<file path="src/rtl/dz_countdown.sv">
// dz_countdown
// Countdown sequencer feeding the 3-bit digit code of the dot-matrix display.
// Counts START_VAL down to 0, one step every TICK_DIV clocks, under control of
// two push-button keys (start/pause and clear).
//
// Ports:
//   clk        system clock, rising edge
//   rst        asynchronous, active-low reset
//   key_start  raw start/pause key level (asynchronous, active-high)
//   key_clr    raw clear key level (asynchronous, active-high)
//   num        current count value, registered
//   running    high while the sequencer is in RUN, registered
//   done       one-cycle pulse when the count reaches 0, registered
//
// Key events are single-cycle pulses with no valid/ready handshake: a key that
// rises before edge N produces an event that is acted on at edge N+2 (two
// synchroniser flops, then the edge detector compares against a delay flop).
// Holding a key yields exactly one event.

module dz_countdown #(
  parameter int START_VAL = 5,
  parameter int TICK_DIV  = 1_000_000,
  parameter int DIV_W     = 20
) (
  input  logic       clk,
  input  logic       rst,
  input  logic       key_start,
  input  logic       key_clr,
  output logic [2:0] num,
  output logic       running,
  output logic       done
);

  typedef enum logic [1:0] {
    S_IDLE  = 2'd0,
    S_RUN   = 2'd1,
    S_PAUSE = 2'd2,
    S_DONE  = 2'd3
  } state_t;

  localparam logic [2:0]       START_NUM = 3'(START_VAL);
  localparam logic [DIV_W-1:0] DIV_LAST  = DIV_W'(TICK_DIV - 1);

  // Key synchronisers and edge detectors
  logic start_s1, start_s2, start_d;
  logic clr_s1, clr_s2, clr_d;
  logic start_evt, clr_evt;

  always_ff @(posedge clk or negedge rst) begin
    if (!rst) begin
      start_s1 <= 1'b0;
      start_s2 <= 1'b0;
      start_d  <= 1'b0;
      clr_s1   <= 1'b0;
      clr_s2   <= 1'b0;
      clr_d    <= 1'b0;
    end else begin
      start_s1 <= key_start;
      start_s2 <= start_s1;
      start_d  <= start_s2;
      clr_s1   <= key_clr;
      clr_s2   <= clr_s1;
      clr_d    <= clr_s2;
    end
  end

  assign start_evt = start_s2 & ~start_d;
  assign clr_evt   = clr_s2 & ~clr_d;

  // FSM and datapath registers
  state_t           state, state_n;
  logic [DIV_W-1:0] pre, pre_n;
  logic [2:0]       num_n;
  logic             done_n;
  logic             running_n;

  always_ff @(posedge clk or negedge rst) begin
    if (!rst) begin
      state   <= S_IDLE;
      pre     <= '0;
      num     <= START_NUM;
      running <= 1'b0;
      done    <= 1'b0;
    end else begin
      state   <= state_n;
      pre     <= pre_n;
      num     <= num_n;
      running <= running_n;
      done    <= done_n;
    end
  end

  always_comb begin
    state_n = state;
    pre_n   = pre;
    num_n   = num;
    done_n  = 1'b0;

    if (clr_evt) begin
      // Clear beats both start and tick in the same cycle.
      state_n = S_IDLE;
      pre_n   = '0;
      num_n   = START_NUM;
    end else begin
      unique case (state)
        S_IDLE: begin
          pre_n = '0;
          num_n = START_NUM;
          if (start_evt) begin
            if (START_VAL == 0) begin
              state_n = S_DONE;
              num_n   = 3'd0;
              done_n  = 1'b1;
            end else begin
              state_n = S_RUN;
            end
          end
        end

        S_RUN: begin
          if (pre == DIV_LAST) begin
            pre_n = '0;
            if (num <= 3'd1) begin
              // Reaching zero wins over a simultaneous start/pause request.
              state_n = S_DONE;
              num_n   = 3'd0;
              done_n  = 1'b1;
            end else begin
              num_n = num - 3'd1;
              if (start_evt) state_n = S_PAUSE;
            end
          end else begin
            // The prescaler still advances on the pausing clock, so a resume
            // continues exactly where this step left off.
            pre_n = pre + DIV_W'(1);
            if (start_evt) state_n = S_PAUSE;
          end
        end

        S_PAUSE: begin
          if (start_evt) state_n = S_RUN;
        end

        S_DONE: begin
          pre_n = '0;
          num_n = 3'd0;
          if (start_evt) begin
            state_n = S_RUN;
            num_n   = START_NUM;
          end
        end

        default: begin
          state_n = S_IDLE;
          pre_n   = '0;
          num_n   = START_NUM;
        end
      endcase
    end

    // Registering the next-state decode keeps running aligned with state.
    running_n = (state_n == S_RUN);
  end

endmodule

</file>
<file path="config.mk">
export PLATFORM = sky130hd
export DESIGN_NAME = dz_countdown
export DESIGN_NICKNAME = d
export VERILOG_FILES = /design/src/rtl/dz_countdown.sv
export SDC_FILE = /design/constraint.sdc
export NUM_CORES = 1
export LEC_CHECK = 0
export BUFFER_PORTS_ARGS = -buffer_cell sky130_fd_sc_hd__buf_2
export CORE_AREA = 2 2 42 82
export DETAILED_ROUTE_END_ITERATION = 8
export DIE_AREA = 0 0 44 84
export GPL_ROUTABILITY_DRIVEN = 0
export GPL_TIMING_DRIVEN = 0
export PLACE_DENSITY = 0.84
export SLEW_MARGIN = 20
export SYNTH_ARGS = -nofsm -noshare
export SYNTH_HDL_FRONTEND = slang
export SYNTH_SLANG_ARGS = --single-unit
</file>
<file path="constraint.sdc">
create_clock -name clk -period 2.3 [get_ports clk]
set_input_delay 0.46 -clock clk [delete_from_list [all_inputs] [get_ports clk]]
set_output_delay 0.46 -clock clk [all_outputs]
set_load 0.05 [all_outputs]
</file>
==> metrics.md, run 1 <==
| Metric | Value |
|---|---|
| Remaining design rule violation count | `0` |
| Highest-count cells in the layout ignoring fill and taps | `30 x dfrtp_1, 16 x a21oi_1, 12 x or4_1, 12 x nand2_1` |
| Overall track demand over capacity in global routing | `24.5%` |
| Top-Level Pins | `9` |
| Standby leakage power | `0.735 nW` |
| Count of H-tree levels built during CTS | `2` |
| Metal3 WL | `around 110 um` |
| Worst setup SP type | `flop` |
| Fraction of final layout cells sized beyond drive strength 1 | `a little over an eighth` |
| Reg clk slew, reported paths | `about 0.060 ns` |
| Root Buffer Master | `clkbuf_8` |
| Total via count after detailed routing | `1445` |
| Number of antenna violations at the first check in global routing | `0` |
| Count of antenna diodes in the layout | `0` |
| Effective utilization at floorplan | `54.9%` |
| Timing startpoint of the critical path | `pre[6]` |
| Met2 Wirelength | `roughly 2300 um` |
| Worst-case headroom to the max-slew limit | `around half` |
| Setup violators final | `0` |
| CORE AREA | `3120 um^2` |
| Type of the worst setup path | `flop to flop` |
| Buffers added on ports | `8` |
| Wire length of the first global-routing pass | `between 6000 and 7000 um` |
| Mapped Nets | `approximately 180` |
| Power density of the placed cells | `about 670 nW/um^2` |
| Post-layout minimum cycle time | `2.26 ns` |
| Hold Crit Class | `input port to asynchronous set/reset pin` |
| Highest attainable clock frequency | `between 400 and 500 MHz` |
| TritonCTS clock tree | `built` |
| TritonCTS Buffers | `5` |
| Total routed wirelength | `about 3900 um` |
| Util after Layout | `roughly three fifths` |
| Synthesized area divided by synthesized cell count | `between 9 and 10 um^2` |
| Hold violation total from the final report | `0` |
| Vias in the first global route | `roughly 1500` |
| Proportion of synthesized flip-flops having asynchronous set or reset | `100%` |
| Buf+Inv Stages, Crit Path | `1` |
| Routed metal-1 wire length | `between 1000 and 1500 um` |
| Synthesis-to-finish area growth | `10.8%` |
| Synth unique cells | `36` |
| Count of synthesis-stage warnings from yosys | `0` |
| Total overflow reported by the global router | `0` |
| Pre-Repair DR Iteration Count | `4` |
| Final standard cell count with taps included and fillers excluded | `221` |
| Master of the slowest instance on the critical path | `or4_4` |
| HPWL after detailed placement | `2790 um` |
| Die W | `44 um` |
| Count of flip-flops with a built-in enable after synthesis | `0` |
| Layout net count | `roughly 200` |
| Largest net degree at the start of global routing | `34` |
| Arrival time of the worst setup path | `~2.4 ns` |
| Flip-flop and latch count after synthesis | `33` |
| Crit path max-delay family | `simple AND/OR/NAND/NOR gates` |
| Run status | `finished, final reports clean` |
| Highest fanout seen on the critical path | `8` |
| Synthesized netlist cell count | `roughly 170` |
| Avg Vias per Cell | `between 6 and 7` |
| Slew at the pin closest to its max-slew limit | `roughly 0.74 ns` |
| Detailed Route Iter0 Violations | `80` |
| Clock network latency to the later pin of the worst-skew pair | `0.29 ns` |
| Instance count after placement with tap cells included | `213` |
| Placement row count | `29` |
| Commonest non-fill, non-tap cell in the layout | `dfrtp_1` |
| Final cycle utilization of the critical path | `98.3%` |
| Mapped Area | `~1700 um^2` |
| RSZ-0062 raised after global routing | `yes` |
| Most used DFF post-synth | `dfrtp_1` |
| Top routing layer in use | `met4` |
| Startpoint of the worst register-to-register path | `pre[6]` |
| Final Max Slew Viols | `0` |
| Avg WL per Cell | `approximately 17 um` |
| Type of element capturing the critical path | `flop` |
| Maximum clock insertion buffer count | `2` |
| Post-route worst hold slack | `0.237 ns` |
| Seq/Total Area, Yosys | `48.3%` |
| Sinks on the clock net | `33` |
| Antenna violation net count after detailed routing | `0` |
| Ordered cell list for the critical path | `or2_2, or4_1, buf_2, or4_4, and3_1` |
| Max IR drop VDD | `about 0.55 mV` |
| Max-cap viol count | `0` |
| Die Y-Extent | `between 80 and 90 um` |
| Die outline area | `roughly 3700 um^2` |
| Required @ worst endpoint | `~2.5 ns` |
| Highest cell delay on the worst timing path | `between 0.5 and 0.6 ns` |
| Final worst clock skew | `0.00525 ns` |
-- per-stage QoR --
| step | TNS, ns | worst slack, ns | cell area (um^2) | power, mW |
|---|---|---|---|---|
| floorplan | 0 | 0.180 | 1710 | 0.799 |
| global route | -0.0212 | -0.0212 | 1900 | 1.34 |
| detailed placement | 0 | 0.0183 | 1790 | 0.863 |
| CTS | 0 | 0.0318 | 1880 | 1.28 |
| finish | 0 | 0.0386 | 1900 | 1.27 |
| global placement | 0 | 0.0605 | 1790 | 0.850 |
-- worst paths after layout --
check	endpoint	slack, ns	cells past startpoint
hold / removal	done	0.24	1
min in group clk	clr_s1	0.28	1
setup reg to reg	running	0.04	5
setup / recovery	running	0.04	5
hold reg to reg	start_s2	0.35	0
max in group asynchronous	pre[6]	1.54	1
-- area by class of cell --
| type | instances | area (um^2) |
|---|---|---|
| Buffer | 6 | 26.3 |
| Clock buffer | 8 | 80.1 |
| Fill cell | 268 | 1220 |
| Inverter | 7 | 26.3 |
| Multi-Input combinational cell | 127 | 851 |
| Sequential cell | 33 | 830 |
| Tap cell | 31 | 38.8 |
| Timing Repair Buffer | 9 | 47.5 |
-- routing by layer --
metal,vias to the layer above,track usage (%)
met1,713,24.2
li1,683,-
met5,-,0
met3,9,5.63
met2,40,42.1
met4,0,16.8
-- power by group --
| part | switching (mW) | total [mW] | internal (mW) |
|---|---|---|---|
| Sequential | 0.0268 | 0.640 | 0.613 |
| Combinational | 0.151 | 0.221 | 0.0698 |
| Clock | 0.198 | 0.412 | 0.215 |
-- synth_stat cells (4+ instances only) --
library cell  instances  area share (%)
dfrtp_1              31              45
a21oi_1              16             4.7
nand2_1              12             2.6
or4_1                12             5.3
nor2_1               10             2.2
o31ai_1              10             4.4
inv_1                 7             1.5
nand3_1               7             2.0
o21ai_0               7             2.0
ha_1                  6             4.4
clkbuf_1              5             1.1
nand4_1               5             1.8
o211ai_1              4             1.8
xor2_1                4             2.0
-- what timing repair did --
| action | in CTS | in global routing |
|---|---|---|
| buffers inserted | 0 | 1 |
| pin swaps | 0 | 2 |
| hold buffers | 0 | 0 |
| gates resized for setup | 2 | 3 |
| setup endpoints to repair | 1 | 8 |
-- logic make-up (layout without fill, tap and decap cells) --
family / after synthesis / in the layout / synth area share, %
AO/OA/AOI/OAI: 51 / 51 / 19.6
XOR/XNOR: 6 / 6 / 3.07
adder cells (fa/ha/maj): 6 / 6 / 4.38
buffers and inverters: 14 / 30 / 3.21
flip-flops: 33 / 33 / 48.3
multiplexers: 1 / 1 / 0.657
AND/OR/NAND/NOR: 63 / 63 / 20.7
-- flip-flops by register name, indices dropped and copies added (netlist names) --
| register | cells |
|---|---|
| clr_d | 1 |
| clr_s1 | 1 |
| clr_s2 | 1 |
| done | 1 |
| num | 3 |
| pre | 20 |
| running | 1 |
| start_d | 1 |
| start_s1 | 1 |
| start_s2 | 1 |
| state | 2 |
-- worst register-to-register path, stage by stage (launching register included) --
cell and delay [ns]:
dfrtp_2 0.45, or2_2 0.30, or4_1 0.50, buf_2 0.19, or4_4 0.52, and3_1 0.19
(Power assumes the default switching activity.)
==> run 2: changes to the inputs <==
- CORE_AREA: 2 2 42 82 -> 2 2 41 81
- CTS_BUF_LIST: unset -> sky130_fd_sc_hd__clkbuf_8
- DIE_AREA: 0 0 44 84 -> 0 0 43 83
- PLACE_DENSITY: 0.84 -> 0.86
==> metrics.md, run 2 (same netlist as run 1, synthesis figures left out) <==
| Metric | Value |
|---|---|
| Final worst clock skew | `0.00474 ns (was 0.00525 ns)` |
| Register with the most flip-flops | `pre (unchanged)` |
| Total routed wirelength | `3720 um (was 3860 um)` |
| TritonCTS Buffers | `5 (unchanged)` |
| Largest net degree at the start of global routing | `34 (unchanged)` |
| Cts hold-fix bufs | `0 (unchanged)` |
| Instance count after placement with tap cells included | `212 (was 213)` |
| Layout fillers | `242 (was 268)` |
| Part of the total power dissipated in combinational logic | `17.8% (was 17.3%)` |
| Clock network latency to the later pin of the worst-skew pair | `0.28 ns (was 0.29 ns)` |
| Count of H-tree levels built during CTS | `2 (unchanged)` |
| Highest-count cells in the layout ignoring fill and taps | `30 x dfrtp_1, 16 x a21oi_1, 12 x or4_1, 12 x nand2_1 (unchanged)` |
| Internal Dissipation | `0.886 mW (was 0.897 mW)` |
| Post-route worst hold slack | `0.223 ns (was 0.237 ns)` |
| Remaining design rule violation count | `0 (unchanged)` |
| Maximum clock insertion buffer count | `2 (unchanged)` |
| Ordered cell list for the critical path | `or2_2, or4_1, buf_2, or4_4, and3_1 (unchanged)` |
| Area occupied by multi-input gates | `841 um^2 (was 851 um^2)` |
| Sinks on the clock net | `33 (unchanged)` |
| Highest fanout seen on the critical path | `8 (unchanged)` |
| Post-layout minimum cycle time | `2.27 ns (was 2.26 ns)` |
| Detailed Route Iter0 Violations | `55 (was 80)` |
| Power density of the placed cells | `662 nW/um^2 (was 670 nW/um^2)` |
| Hold violation total from the final report | `0 (unchanged)` |
| Arrival time of the worst setup path | `2.44 ns (about the same)` |
| Slew at the pin closest to its max-slew limit | `0.744 ns (was 0.740 ns)` |
| Avg WL per Cell | `16.8 um (was 17.5 um)` |
| Master of the slowest instance on the critical path | `or4_4 (unchanged)` |
| Final cycle utilization of the critical path | `98.9% (was 98.3%)` |
| Fraction of final layout cells sized beyond drive strength 1 | `13.6% (was 13.7%)` |
| Reg clk slew, reported paths | `0.06 ns (about the same)` |
| Final design area excluding fillers | `1890 um^2 (was 1900 um^2)` |
| Synthesis-to-finish area growth | `10.5% (was 10.8%)` |
| Worst-case headroom to the max-slew limit | `50.2% (was 50.6%)` |
| Highest cell delay on the worst timing path | `0.53 ns (was 0.52 ns)` |
| Setup violators final | `0 (unchanged)` |
| Placement row count | `28 (was 29)` |
| Layout net count | `200 (was 199)` |
| Max-cap viol count | `0 (unchanged)` |
| Reg power frac | `50.8% (was 50.3%)` |
| Top flop regs | `pre (20), num (3), state (2) (unchanged)` |
| Buffers added on ports | `8 (unchanged)` |
| Total overflow reported by the global router | `0 (unchanged)` |
| Die Y-Extent | `83 um (was 84 um)` |
| Crit path max-delay family | `simple AND/OR/NAND/NOR gates (unchanged)` |
| Footprint of the flip-flops and latches | `830 um^2 (unchanged)` |
| Run status | `finished, final reports clean (unchanged)` |
| Buf+Inv Stages, Crit Path | `1 (unchanged)` |
| Die W | `43 um (was 44 um)` |
| HPWL after detailed placement | `2700 um (was 2790 um)` |
| Startpoint of the worst register-to-register path | `pre[6] (unchanged)` |
| Final standard cell count with taps included and fillers excluded | `221 (unchanged)` |
| Highest attainable clock frequency | `440 MHz (was 442 MHz)` |
| Power after layout | `1.25 mW (was 1.27 mW)` |
| Cell area reported after detailed placement | `1790 um^2 (about the same)` |
| Clock power share | `31.4% (was 32.4%)` |
| TritonCTS clock tree | `built (unchanged)` |
| Commonest non-fill, non-tap cell in the layout | `dfrtp_1 (unchanged)` |
| Antenna violation net count after detailed routing | `0 (unchanged)` |
| Flip-flop count of the largest register after layout | `20 (unchanged)` |
| Max IR drop VDD | `0.547 mV (was 0.549 mV)` |
| Pre-Repair DR Iteration Count | `4 (unchanged)` |
| Number of antenna violations at the first check in global routing | `0 (unchanged)` |
| Avg Vias per Cell | `6.48 (was 6.54)` |
| Required @ worst endpoint | `2.47 ns (about the same)` |
| Overall track demand over capacity in global routing | `23.3% (was 24.5%)` |
| Wire length of the first global-routing pass | `6350 um (was 6640 um)` |
| CORE AREA | `2940 um^2 (was 3120 um^2)` |
| Die outline area | `3570 um^2 (was 3700 um^2)` |
| Effective utilization at floorplan | `58.2% (was 54.9%)` |
| Total via count after detailed routing | `1432 (was 1445)` |
| Root Buffer Master | `clkbuf_8 (unchanged)` |
| Final Max Slew Viols | `0 (unchanged)` |
| Type of element capturing the critical path | `flop (unchanged)` |
| Switching power | `0.367 mW (was 0.375 mW)` |
| Net switching share of the total power | `29.3% (was 29.5%)` |
| Vias in the first global route | `1392 (was 1463)` |
| Hold Crit Class | `input port to asynchronous set/reset pin (unchanged)` |
| Type of the worst setup path | `flop to flop (unchanged)` |
| Timing startpoint of the critical path | `pre[6] (unchanged)` |
| Top-Level Pins | `9 (unchanged)` |
| Standby leakage power | `0.750 nW (was 0.735 nW)` |
| Slack of the worst reg-to-reg path | `0.03 ns (was 0.04 ns)` |
| Worst setup SP type | `flop (unchanged)` |
| Count of antenna diodes in the layout | `0 (unchanged)` |
## run 2: power by group through the flow
stage | clock network [mW] | registers (mW) | logic [mW]
5_1_grt | 0.430 | 0.641 | 0.246
3_3_place_gp | 0 | 0.645 | 0.204
3_5_place_dp | 0 | 0.648 | 0.213
2_1_floorplan | 0 | 0.689 | 0.110
4_1_cts | 0.405 | 0.637 | 0.213
6_report | 0.394 | 0.637 | 0.223
## run 2: final cells by class
| type | instances | area share (%) |
|---|---|---|
| well taps | 30 | 1.98 |
| plain buffers | 7 | 1.72 |
| repair buffers | 9 | 2.51 |
| multi-input cells | 127 | 44.4 |
| inverters | 7 | 1.39 |
| clock buffers | 5 | 3.63 |
| clock inverters | 3 | 0.594 |
| flip-flops and latches | 33 | 43.8 |
## run 2: final timing paths
check / endpoint / depth (start not counted)
setup / recovery: running / 5
hold / removal: running / 1
setup reg to reg: running / 5
hold reg to reg: start_s2 / 0
max in group asynchronous: pre[6] / 1
min in group clk: start_s1 / 1
## run 2: repair_timing
item | CTS | global route
setup endpoints to repair | 0 | 16
setup buffers | 0 | 1
gates resized for setup | 0 | 6
## run 2: routing by layer
layer / share of wire (%) / vias to the layer above / routed length, um / GRT usage [%]
li1: - / 681 / - / -
met1: 37 / 700 / 1370 / 25.7
met2: 55 / 40 / 2070 / 39.5
met3: 3.9 / 11 / 147 / 4.78
met4: 3.6 / 0 / 135 / 13.8
met5: 0 / - / 0 / 0
## run 2: per-stage QoR
step | setup TNS, ns | setup WS (ns) | util (%)
after floorplan | 0 | 0.180 | -
after global placement | 0 | 0.0616 | 60.9
after detailed placement | 0 | 0.0204 | 60.9
after CTS | 0 | 0.00540 | 63.6
after global routing | -0.000415 | -0.000415 | 64.4
final | 0 | 0.0256 | 64.4
